## src/rtl/seq_signed_divider.sv

```systemverilog
`default_nettype none
// ============================================================================
//  Module      : seq_signed_divider
//  Description : Multi-cycle radix-2 restoring signed divider, 64b / 32b ->
//                32b quotient + 32b remainder, start/done handshake, en stall.
//                Optional macro DIV_SAT_EN: saturate quotient on overflow.
//  Revision    : 1.0  initial release
// ============================================================================
module seq_signed_divider #(
    parameter int DW = 64,                // dividend width, must be 2*QW
    parameter int QW = 32                 // divisor / quotient / remainder width
) (
    input  logic          clk,
    input  logic          rst,
    input  logic          en,
    input  logic          start,
    input  logic [DW-1:0] dividend,
    input  logic [QW-1:0] divisor,
    output logic          busy,
    output logic          done,
    output logic [QW-1:0] quotient,
    output logic [QW-1:0] remainder,
    output logic          div_by_zero,
    output logic          overflow
);

    localparam int          CW     = $clog2(DW);
    localparam logic [CW-1:0] C_LAST = CW'(DW - 1);
    localparam logic [QW-1:0] C_QMAX = {1'b0, {(QW-1){1'b1}}};
    localparam logic [QW-1:0] C_QMIN = {1'b1, {(QW-1){1'b0}}};

    typedef enum logic [1:0] {
        S_IDLE = 2'd0,
        S_CALC = 2'd1,
        S_ADJ  = 2'd2,
        S_FIX  = 2'd3
    } state_t;

    state_t          state_q, state_d;
    logic [CW-1:0]   cnt_q, cnt_d;
    logic [QW:0]     rem_q, rem_d;        // 33-bit partial remainder
    logic [DW-1:0]   dvd_q, dvd_d;        // dividend shifter, becomes quotient
    logic [QW-1:0]   dsr_q, dsr_d;        // |divisor|
    logic [QW-1:0]   dvd_lo_q, dvd_lo_d;  // raw dividend low word for div-by-zero
    logic            neg_q_q, neg_q_d;
    logic            neg_r_q, neg_r_d;
    logic            zero_q, zero_d;
    logic            busy_q, busy_d;
    logic            done_q, done_d;
    logic [QW-1:0]   quot_q, quot_d;
    logic [QW-1:0]   rmd_q, rmd_d;
    logic            dbz_q, dbz_d;
    logic            ovf_q, ovf_d;

    logic [QW:0]     w_rem_shift;
    logic [QW+1:0]   w_trial;
    logic [DW-QW:0]  w_qhi;
    logic            w_ovf;

    always_comb begin
        w_rem_shift = {rem_q[QW-1:0], dvd_q[DW-1]};
        w_trial     = {1'b0, w_rem_shift} - {2'b00, dsr_q};
        // Full quotient fits in QW signed bits only if its top bits are all equal
        w_qhi       = dvd_q[DW-1:QW-1];
        w_ovf       = ~zero_q & ~((&w_qhi) | ~(|w_qhi));

        state_d  = state_q;
        cnt_d    = cnt_q;
        rem_d    = rem_q;
        dvd_d    = dvd_q;
        dsr_d    = dsr_q;
        dvd_lo_d = dvd_lo_q;
        neg_q_d  = neg_q_q;
        neg_r_d  = neg_r_q;
        zero_d   = zero_q;
        busy_d   = busy_q;
        done_d   = done_q;
        quot_d   = quot_q;
        rmd_d    = rmd_q;
        dbz_d    = dbz_q;
        ovf_d    = ovf_q;

        case (state_q)
            S_IDLE: begin
                done_d = 1'b0;
                if (start) begin
                    dvd_d    = dividend[DW-1] ? (~dividend + 1'b1) : dividend;
                    dsr_d    = divisor[QW-1] ? (~divisor + 1'b1) : divisor;
                    dvd_lo_d = dividend[QW-1:0];
                    neg_q_d  = dividend[DW-1] ^ divisor[QW-1];
                    neg_r_d  = dividend[DW-1];
                    zero_d   = (divisor == '0);
                    rem_d    = '0;
                    cnt_d    = '0;
                    busy_d   = 1'b1;
                    state_d  = S_CALC;
                end
            end
            S_CALC: begin
                if (w_trial[QW+1]) begin
                    rem_d = w_rem_shift;
                end else begin
                    rem_d = w_trial[QW:0];
                end
                dvd_d = {dvd_q[DW-2:0], ~w_trial[QW+1]};
                cnt_d = cnt_q + CW'(1);
                if (cnt_q == C_LAST) begin
                    state_d = S_ADJ;
                end
            end
            S_ADJ: begin
                // Apply signs in place so FIX only has to range-check and load
                dvd_d   = neg_q_q ? (~dvd_q + 1'b1) : dvd_q;
                rem_d   = neg_r_q ? (~rem_q + 1'b1) : rem_q;
                state_d = S_FIX;
            end
            S_FIX: begin
                dbz_d = zero_q;
                ovf_d = w_ovf;
                if (zero_q) begin
                    quot_d = '0;
                    rmd_d  = dvd_lo_q;
                end else begin
`ifdef DIV_SAT_EN
                    if (w_ovf) begin
                        quot_d = neg_q_q ? C_QMIN : C_QMAX;
                    end else begin
                        quot_d = dvd_q[QW-1:0];
                    end
`else
                    quot_d = dvd_q[QW-1:0];
`endif
                    rmd_d  = rem_q[QW-1:0];
                end
                done_d  = 1'b1;
                busy_d  = 1'b0;
                state_d = S_IDLE;
            end
            default: begin
                state_d = S_IDLE;
            end
        endcase
    end

    always_ff @(posedge clk) begin
        if (rst) begin
            state_q  <= S_IDLE;
            cnt_q    <= '0;
            rem_q    <= '0;
            dvd_q    <= '0;
            dsr_q    <= '0;
            dvd_lo_q <= '0;
            neg_q_q  <= 1'b0;
            neg_r_q  <= 1'b0;
            zero_q   <= 1'b0;
            busy_q   <= 1'b0;
            done_q   <= 1'b0;
            quot_q   <= '0;
            rmd_q    <= '0;
            dbz_q    <= 1'b0;
            ovf_q    <= 1'b0;
        end else if (en) begin
            state_q  <= state_d;
            cnt_q    <= cnt_d;
            rem_q    <= rem_d;
            dvd_q    <= dvd_d;
            dsr_q    <= dsr_d;
            dvd_lo_q <= dvd_lo_d;
            neg_q_q  <= neg_q_d;
            neg_r_q  <= neg_r_d;
            zero_q   <= zero_d;
            busy_q   <= busy_d;
            done_q   <= done_d;
            quot_q   <= quot_d;
            rmd_q    <= rmd_d;
            dbz_q    <= dbz_d;
            ovf_q    <= ovf_d;
        end
    end

    assign busy        = busy_q;
    assign done        = done_q;
    assign quotient    = quot_q;
    assign remainder   = rmd_q;
    assign div_by_zero = dbz_q;
    assign overflow    = ovf_q;

endmodule
`default_nettype wire

```

## config.mk

```make
export PLATFORM = sky130hd
export DESIGN_NAME = seq_signed_divider
export DESIGN_NICKNAME = d
export VERILOG_FILES = /design/src/rtl/seq_signed_divider.sv
export SDC_FILE = /design/constraint.sdc
export NUM_CORES = 1
export LEC_CHECK = 0
export ABC_AREA = 1
export BUFFER_PORTS_ARGS = -buffer_cell sky130_fd_sc_hd__buf_2
export CAP_MARGIN = 10
export CORE_ASPECT_RATIO = 0.75
export CORE_MARGIN = 2
export CORE_UTILIZATION = 48
export CTS_CLUSTER_DIAMETER = 120
export DETAILED_ROUTE_END_ITERATION = 7
export PLACE_DENSITY = 0.66
export REMOVE_ABC_BUFFERS = 1
export SYNTH_ARGS = -nofsm -noshare
export SYNTH_HDL_FRONTEND = slang
export SYNTH_SLANG_ARGS = --single-unit
```

## constraint.sdc

```tcl
create_clock -name clk -period 2.46 [get_ports clk]
set_input_delay 0.492 -clock clk [delete_from_list [all_inputs] [get_ports clk]]
set_output_delay 0.492 -clock clk [all_outputs]
set_load 0.05 [all_outputs]
```

# == Word level (Yosys, flattened, before mapping) ==
# Index checks and enable logic that the tools add are counted.
# classes
muxes,19
addsub,6
bitwise_logic,11
eq_ne,8
reduce_logical,15
# op_table
op,n
$mux W64,3
$pmux W64 S3,1
$add A64 B1 Y64 const B,2
$not A64 Y64,2
$mux W33,3
$pmux W33 S3,1
$mux W32,3
$sub A33 B32 Y34,1
$add A33 B1 Y33 const B,1
$not A33 Y33,1
$reduce_and A33 Y1,1
$reduce_or A33 Y1,1
$add A32 B1 Y32 const B,1
$logic_not A32 Y1,1
$not A32 Y32,1
$pmux W6 S2,1
$reduce_and A3 Y1,4
$ne A2 B2 Y1 const B,4
$pmux W2 S4,1
$reduce_and A4 Y1,2
$add A6 B1 Y6 const B,1
$eq A6 B6 Y1 const B,1
$mux W6,1
$eq A2 B2 Y1 const B,2
12 further kinds,19
# word_totals
regBits,240
wordCells,74
input_bits,100
out_inout_bits,68

# == Logic depth before layout (Yosys ltp) ==
# Gate-level depths: netlist of run 1.
# logic_depth
depth_word,5
depth_mapped,18

# == Least setup slack after synthesis of run 1 ==
# OpenSTA, ideal clock, no wires.
# synth_timing
path_type,register -> register
from,reg dvd_q[63]
to,reg rem_q[28]
t_required_ns,2.328
setup_slack_ns,0.425
path_stages_with_launch,19
setup_ns,0.132
arrival_ns,1.903
path_cell_list,dfxtp_1 inv_1 ha_1 inv_1 fa_1 nand2_1 nand2_1 nand3_1 nand2_1 nand2_1 nand2_1 nand2_1 nand2_1 nand2_1 nand3_1 nand2_1 nand2_1 nand2_1 a21oi_1
# synth_between
elab_chain_cells,3
# synth_lines
item,line_no,rtl
from (decl),42,"logic [DW-1:0] dvd_q, dvd_d;"
from (signal assigned),166,dvd_q <= dvd_d;
$sub A33 B32 Y34,62,"w_trial = {1'b0, w_rem_shift} - {2'b00, dsr_q};"
$mux W33,100,if (w_trial[QW+1]) begin
$pmux W33 S3,83,case (state_q)
to (signal assigned),165,rem_q <= rem_d;
to (decl),41,"logic [QW:0] rem_q, rem_d;"
# Every way passes these cells.
# A chain may end at the register's enable or synchronous reset.

# == Worst setup path in the final report of run 1 ==
# layout_timing
from,reg dvd_q[29]
to,reg dvd_q[63]
# layout_between
elab_chain_cells,4
# layout_lines
item,line_no,rtl
$not A64 Y64,113,dvd_d = neg_q_q ? (~dvd_q + 1'b1) : dvd_q;
$add A64 B1 Y64,113,
$mux W64,113,
$pmux W64 S3,83,
# Every way passes these cells. The select of a mux whose other input is x is not followed.

==> results.json, run 1 <==
{
  "drt_first_iter_violations": 3025,
  "cts_hold_buf": 0,
  "post_drt_via_cell_ratio": 5.71,
  "antenna_found_initial": 2,
  "syn_avg_cell_area_um2": 5.71,
  "slew_headroom_pct": 51.8,
  "cts_buffers": 28,
  "maxCapViolCount": 0,
  "hold_violations": 0,
  "worst-r2r-cell-count": 9,
  "rrSetupSlack_ps": 70,
  "p_leak_nw": 10.8,
  "report.final.slew_viol_count": 0,
  "postSynthCellCount": 3336,
  "crit_fanout": 9,
  "synthFlopType": "dfxtp_1",
  "final_cell_mix": "993 x nand2_1, 432 x inv_1, 331 x nor2_1",
  "first_pass_iters": 6,
  "gp_congestion": 1.05,
  "globalRouteMet2Util_pct": 49.7,
  "core_area_mm2": 0.0393,
  "die_width_um": 234,
  "clockRootBuffer": "clkbuf_16",
  "drc": 0,
  "synth_edf_count": 0,
  "ant_nets": 0,
  "drt_wl_total_um": 80600,
  "synthArstFlopShare_pct": 0,
  "grt_max_degree": 94,
  "path_clk_slew_ps": 60,
  "grt_pass1_vias": 20610,
  "met3_usage_pct": 9.72,
  "grt.met1_usage_pct": 59.0,
  "io_pins": 168,
  "clock_latency_ps": 600,
  "ys_ff_latch": 239,
  "grt_overflow": 0,
  "ys_seq_area_share_pct": 25.1,
  "start_kind": "flop",
  "hold_depth": 3,
  "start_util_pct": 48.4,
  "final_common_cell": "nand2_1",
  "row_count": 63,
  "hold_start": "divisor[0]",
  "synthToLayoutAreaGrowth_pct": 19.3,
  "nets": 3710,
  "tightestPinTransition_ps": 722,
  "grt_pass1_wl_um": 120000,
  "synth_cell_type_count": 51,
  "ir_drop_mv": 0.688,
  "place_inst": 4056,
  "post_synth_main_area_contributors": "dfxtp_1 25%, nand2_1 20%, inv_1 8.6%",
  "ys_warn_count": 0,
  "setup_ws_ps": 73.9,
  "final_util_pct": 57.8,
  "cts_sinks": 239,
  "grt-busiest-layer": "met1",
  "critical_path_required_ps": 2930,
  "min_to": "dsr_q[0]",
  "fin_cells": 4111,
  "fin_skew_ps": 18.7,
  "crit_type": "flop to flop",
  "reg2reg_to": "dvd_q[63]",
  "dieArea_mm2": 0.0413,
  "period_share_pct": 97.0,
  "fin_crit_ps": 2390,
  "syn-cell-area_mm2": 0.0190,
  "htree_levels": 1,
  "synth_top_cell_area_share_pct": 25.1,
  "cp.arrival_ps": 2860,
  "wl_per_cell_um": 19.6,
  "grtUsageTotal_pct": 37.6,
  "clockBufferDepth": 3,
  "max_freq_mhz": 419,
  "p_per_area_mw_per_mm2": 645,
  "drive_gt1_share_pct": 14.3,
  "synth.largest_area_cell": "dfxtp_1",
  "num_vias": 23489,
  "r2r_start": "dvd_q[29]",
  "die_y_um": 176,
  "cts_tree": "done",
  "status": "finished clean",
  "finalSetupViolations": 0,
  "dp.final_hpwl_um": 61300,
  "io_buffers": 167,
  "rsz0062_at_grt": "yes",
  "critPathCaptureType": "flop",
  "hold_class": "primary input to flop",
  "dp_slack_ps": -367
}
[registers in the layout, indices dropped and copies added, names as in the netlist]
| name | count |
|---|---|
| busy | 1 |
| cnt_q | 6 |
| div_by_zero | 1 |
| done | 1 |
| dsr_q | 32 |
| dvd_lo_q | 32 |
| dvd_q | 64 |
| neg_q_q | 1 |
| neg_r_q | 1 |
| overflow | 1 |
| quotient | 32 |
| rem_q | 32 |
| remainder | 32 |
| state_q | 2 |
| zero_q | 1 |
[metal layers]
| layer | part of all wire (%) | vias up |
|---|---|---|
| met2 | 38 | 1306 |
| met3 | 13 | 110 |
| li1 | - | 11248 |
| met4 | 2.3 | 2 |
| met1 | 47 | 10823 |
| met5 | 0.21 | - |
[cells in the mapped netlist (12+ instances only)]
library cell  count
a21oi_1         274
a31oi_1          40
buf_2            18
clkbuf_1         95
dfxtp_1         239
ha_1             41
inv_1           436
nand2_1        1007
nand3_1         275
nand3b_1         13
nand4_1          61
nor2_1          348
nor3_1           39
o211ai_1         13
o21ai_0         217
o21ai_1          12
or2_2            12
xnor2_1          20
xor2_1           44
[power breakdown]
part	leakage (nW)	internal, W	switching, W
clock network	0.466	0.00250	0.00194
registers	1.95	0.00418	0.000305
logic	8.42	0.00172	0.00402
[critical path, stage by stage, from the launching register on]
cell	delay, ps
dfxtp_1	370
nor2_1	290
nand3_1	280
nor2_1	150
nand2_1	130
nor2_8	250
a21oi_1	100
o21ai_1	190
a21oi_1	120
nor2_2	350
[how the worst max path moves through the flow]
stage,from,end,slack (ps)
after CTS,rem_q[7],rem_q[19],20
after detailed placement,dividend[7],dvd_q[63],-370
final,dvd_q[29],dvd_q[63],70
after global placement,dividend[7],dvd_q[63],-330
after floorplan,state_q[0],dvd_q[18],-2900
after global routing,dsr_q[28],rem_q[19],-50
[cells by family after synthesis]
group           count (synthesis)  synth area share (%)
flops                         239                  25.1
fa+ha+maj                      42                  2.80
compound gates                598                  16.8
xor+xnor                       64                  2.94
simple gates                 1818                  40.7
buf+inv                       575                  11.7
[metrics by stage]
step,hold slack [ps],setup TNS [ps],total power [W],area [µm²]
final,186,0,0.0147,22700
after global routing,203,-98.0,0.0153,22700
after CTS,175,0,0.0144,22400
after detailed placement,452,-470,0.00990,21400
after global placement,448,-381,0.00988,21400
after floorplan,439,-387280,0.00770,18500
[layout make-up]
type | count | area, µm²
Clock inverter | 17 | 188
Clock buffer | 35 | 787
Tap cell | 520 | 651
Sequential cell | 239 | 4790
Antenna cell | 1 | 2.50
Inverter | 446 | 1680
Fill cell | 4074 | 16600
Timing Repair Buffer | 331 | 2300
Multi-Input combinational cell | 2522 | 12300
[repair_timing]
item / 4_1_cts / 5_1_grt
cloned: 0 / 1
pin swaps: 0 / 6
setup endpoints to repair: 1 / 36
buffers inserted: 0 / 1
resized for setup: 1 / 69
Power figures use the tool's default switching activity.
==> run 2, diff against run 1 <==
Settings changed: ABC_AREA 1 to default, PLACE_DENSITY 0.66 to 0.67.
==> run 2 against run 1 <==
Effect of this change: the run now ends with setup timing left; core utilization grew 14 points; largest cell class unchanged; critical path depth grew 2; hold slack improved by 48 ps; synthesized cell count fell by 34%; first-iteration DRC count is 11% lower; wire length fell by 17%; clock power is 2% higher; worst setup slack got worse by 320 ps.
==> results.json, run 2 <==
{
  "largest_register": "dvd_q",
  "die_y_um": 164,
  "crit_type": "flop to flop",
  "num_vias": 19783,
  "row_count": 58,
  "multiInputGateArea_mm2": 0.0125,
  "slew_headroom_pct": 55.9,
  "cts_tree": "done",
  "io_buffers": 167,
  "fin_setup_tns_ps": -6380,
  "wl_met3_um": 7030,
  "syn_avg_cell_area_um2": 7.50,
  "fin_cells": 3185,
  "final-seq-area_mm2": 0.00481,
  "p_leak_nw": 9.65,
  "ant_nets": 0,
  "first_pass_iters": 6,
  "cts_hold_buf": 0,
  "critPathCaptureType": "flop",
  "fin_skew_ps": 14.6,
  "synthFlopType": "dfxtp_1",
  "start_util_pct": 48.9,
  "max_freq_mhz": 370,
  "critical_path_required_ps": 2930,
  "maxCapViolCount": 0,
  "p_per_area_mw_per_mm2": 575,
  "endpoint": "rem_q[12]",
  "gp_congestion": 0.962,
  "period_share_pct": 110,
  "synth_cell_type_count": 87,
  "finalHoldWorstSlack_ps": 234,
  "worst-r2r-cell-count": 11,
  "clockBufferDepth": 3,
  "synth_top_cell_area_share_pct": 29.1,
  "status": "finished, violations left",
  "die_width_um": 218,
  "htree_levels": 1,
  "final_common_cell": "buf_4",
  "grt_pass1_wl_um": 98700,
  "cts_buffers": 28,
  "cp_slowest_cell": "or4_4",
  "rrSetupSlack_ps": -240,
  "drive_gt1_share_pct": 37.0,
  "cts_sinks": 239,
  "start_kind": "flop",
  "rsz0062_at_grt": "yes",
  "dieArea_mm2": 0.0358,
  "dp.final_hpwl_um": 46200,
  "post_drt_via_cell_ratio": 6.21,
  "report.final.slew_viol_count": 0,
  "clockRootBuffer": "clkbuf_16",
  "setup_ws_ps": -241,
  "antenna_found_initial": 0,
  "wl_met1_um": 29900,
  "post_synth_main_area_contributors": "dfxtp_1 29%, a21oi_1 6.5%, nand2_1 5.8%",
  "syn-cell-area_mm2": 0.0165,
  "path_cells": "buf_6 > inv_4 > ha_4 > or3b_4 > or4_4 > or4_4 > nor3_4 > a21oi_2 > a21oi_2 > nor2_1 > nor4_1",
  "synthToLayoutAreaGrowth_pct": 46.6,
  "wl_met2_um": 28400,
  "r2r_start": "rem_q[0]",
  "critPathMaxStageDelay_ps": 470,
  "ir_drop_mv": 0.684,
  "yosysMostFrequentCell": "nand2_1",
  "path_clk_slew_ps": 60,
  "synthArstFlopShare_pct": 0,
  "place_inst": 3062,
  "ys_ff_latch": 239,
  "drc": 0,
  "core_area_mm2": 0.0337,
  "wl_per_cell_um": 21.1,
  "drt_wl_total_um": 67100,
  "finalSetupViolations": 55,
  "synth_edf_count": 0,
  "nets": 2855,
  "io_pins": 168,
  "grt_overflow": 0,
  "final_cell_mix": "419 x buf_4, 233 x nand2_1, 218 x dfxtp_1",
  "final_util_pct": 71.7,
  "reg2reg_to": "rem_q[12]",
  "grtUsageTotal_pct": 34.5,
  "hold_class": "primary input to flop",
  "top_layer": "met4",
  "crit_start": "rem_q[0]",
  "ys_warn_count": 0,
  "crit_fanout": 3,
  "tightestPinTransition_ps": 662,
  "cp.arrival_ps": 3180,
  "ys_seq_area_share_pct": 29.1,
  "fillCellCount": 2570,
  "hold_violations": 0,
  "grt_max_degree": 65,
  "fin_crit_ps": 2700,
  "largest_register_ffs": 64,
  "clock_latency_ps": 570,
  "diodes": 0,
  "synth.top_cells.by_count": "255 x nand2_1, 239 x dfxtp_1, 215 x a21oi_1",
  "synth.largest_area_cell": "dfxtp_1",
  "drt_first_iter_violations": 2688,
  "violations": "setup timing",
  "postSynthCellCount": 2195,
  "grt_pass1_vias": 17821
}
[run 2: cell types whose count changed after synthesis, sizes merged, moves of 60 or more]
cell,previous run,this run
mux2i,0,61
a21oi,275,215
nand3,278,59
nand2,1022,255
o21ai,229,138
nor2,368,189
a211oi,6,81
inv,443,68
[run 2: kinds of logic after synthesis]
family                   synth area share, %
flip-flops                              29.1
adder cells (fa/ha/maj)                 3.24
AO/OA/AOI/OAI                           27.3
AND/OR/NAND/NOR                         23.6
multiplexers                            3.85
XOR/XNOR                                7.29
buffers and inverters                   5.69
[run 2: how the worst min path moves through the flow]
stage | depth (start not counted) | start | slack, ps | endpoint
detailed placement | 2 | quotient[20] | 440 | quotient[20]
global route | 3 | dividend[15] | 260 | dvd_lo_q[15]
finish | 3 | dividend[15] | 230 | dvd_lo_q[15]
floorplan | 2 | neg_r_q | 430 | neg_r_q
global placement | 2 | quotient[15] | 440 | quotient[15]
CTS | 3 | dividend[15] | 220 | dvd_lo_q[15]
[run 2: repair_timing]
| action | in CTS | in global routing |
|---|---|---|
| setup buffers | 28 | 46 |
| endpoints found under the hold margin | 0 | 0 |
| endpoints found under the setup margin | 72 | 83 |
| gates resized for setup | 224 | 237 |
| pin swaps | 98 | 112 |
| gates cloned | 1 | 1 |
[run 2: layer usage]
metal | GRT usage [%] | vias up
met5 | 0 | -
met4 | 8.50 | 0
met3 | 6.72 | 133
met2 | 50.2 | 1086
met1 | 51.9 | 9464
li1 | - | 9100
[run 2: through the flow]
stage          cell area (µm²)  total power [W]  worst slack (ps)
2_1_floorplan            15800          0.00640             -4350
3_3_place_gp             20500          0.00824              -810
3_5_place_dp             20500          0.00830             -1030
4_1_cts                  22700           0.0132              -260
5_1_grt                  24100           0.0144              -356
6_report                 24100           0.0139              -241
[run 2: layout make-up]
class	count	share of cell area (%)
Timing Repair Buffer	657	20.6
Inverter	69	1.12
Clock buffer	36	3.32
Tap cell	450	2.33
Clock inverter	16	0.798
Sequential cell	239	19.9
Multi-Input combinational cell	1718	51.9
[run 2: report_power, final]
part / total (W) / internal [W] / switching (W) / leakage (nW)
Combinational: 0.00507 / 0.00225 / 0.00282 / 7.20
Sequential: 0.00427 / 0.00409 / 0.000184 / 1.95
Clock: 0.00455 / 0.00272 / 0.00183 / 0.492
Total: 0.0139 / 0.00906 / 0.00483 / 9.65
[run 2: worst max-delay path: cells and delay by family, from the launching register on]
| kind | cells | cell delay (ps) |
|---|---|---|
| buffers and inverters | 2 | 180 |
| adders and majority gates | 1 | 120 |
| AOI/OAI and AO/OA | 2 | 250 |
| and+or+nand+nor | 6 | 1740 |
| DFF | 1 | 320 |
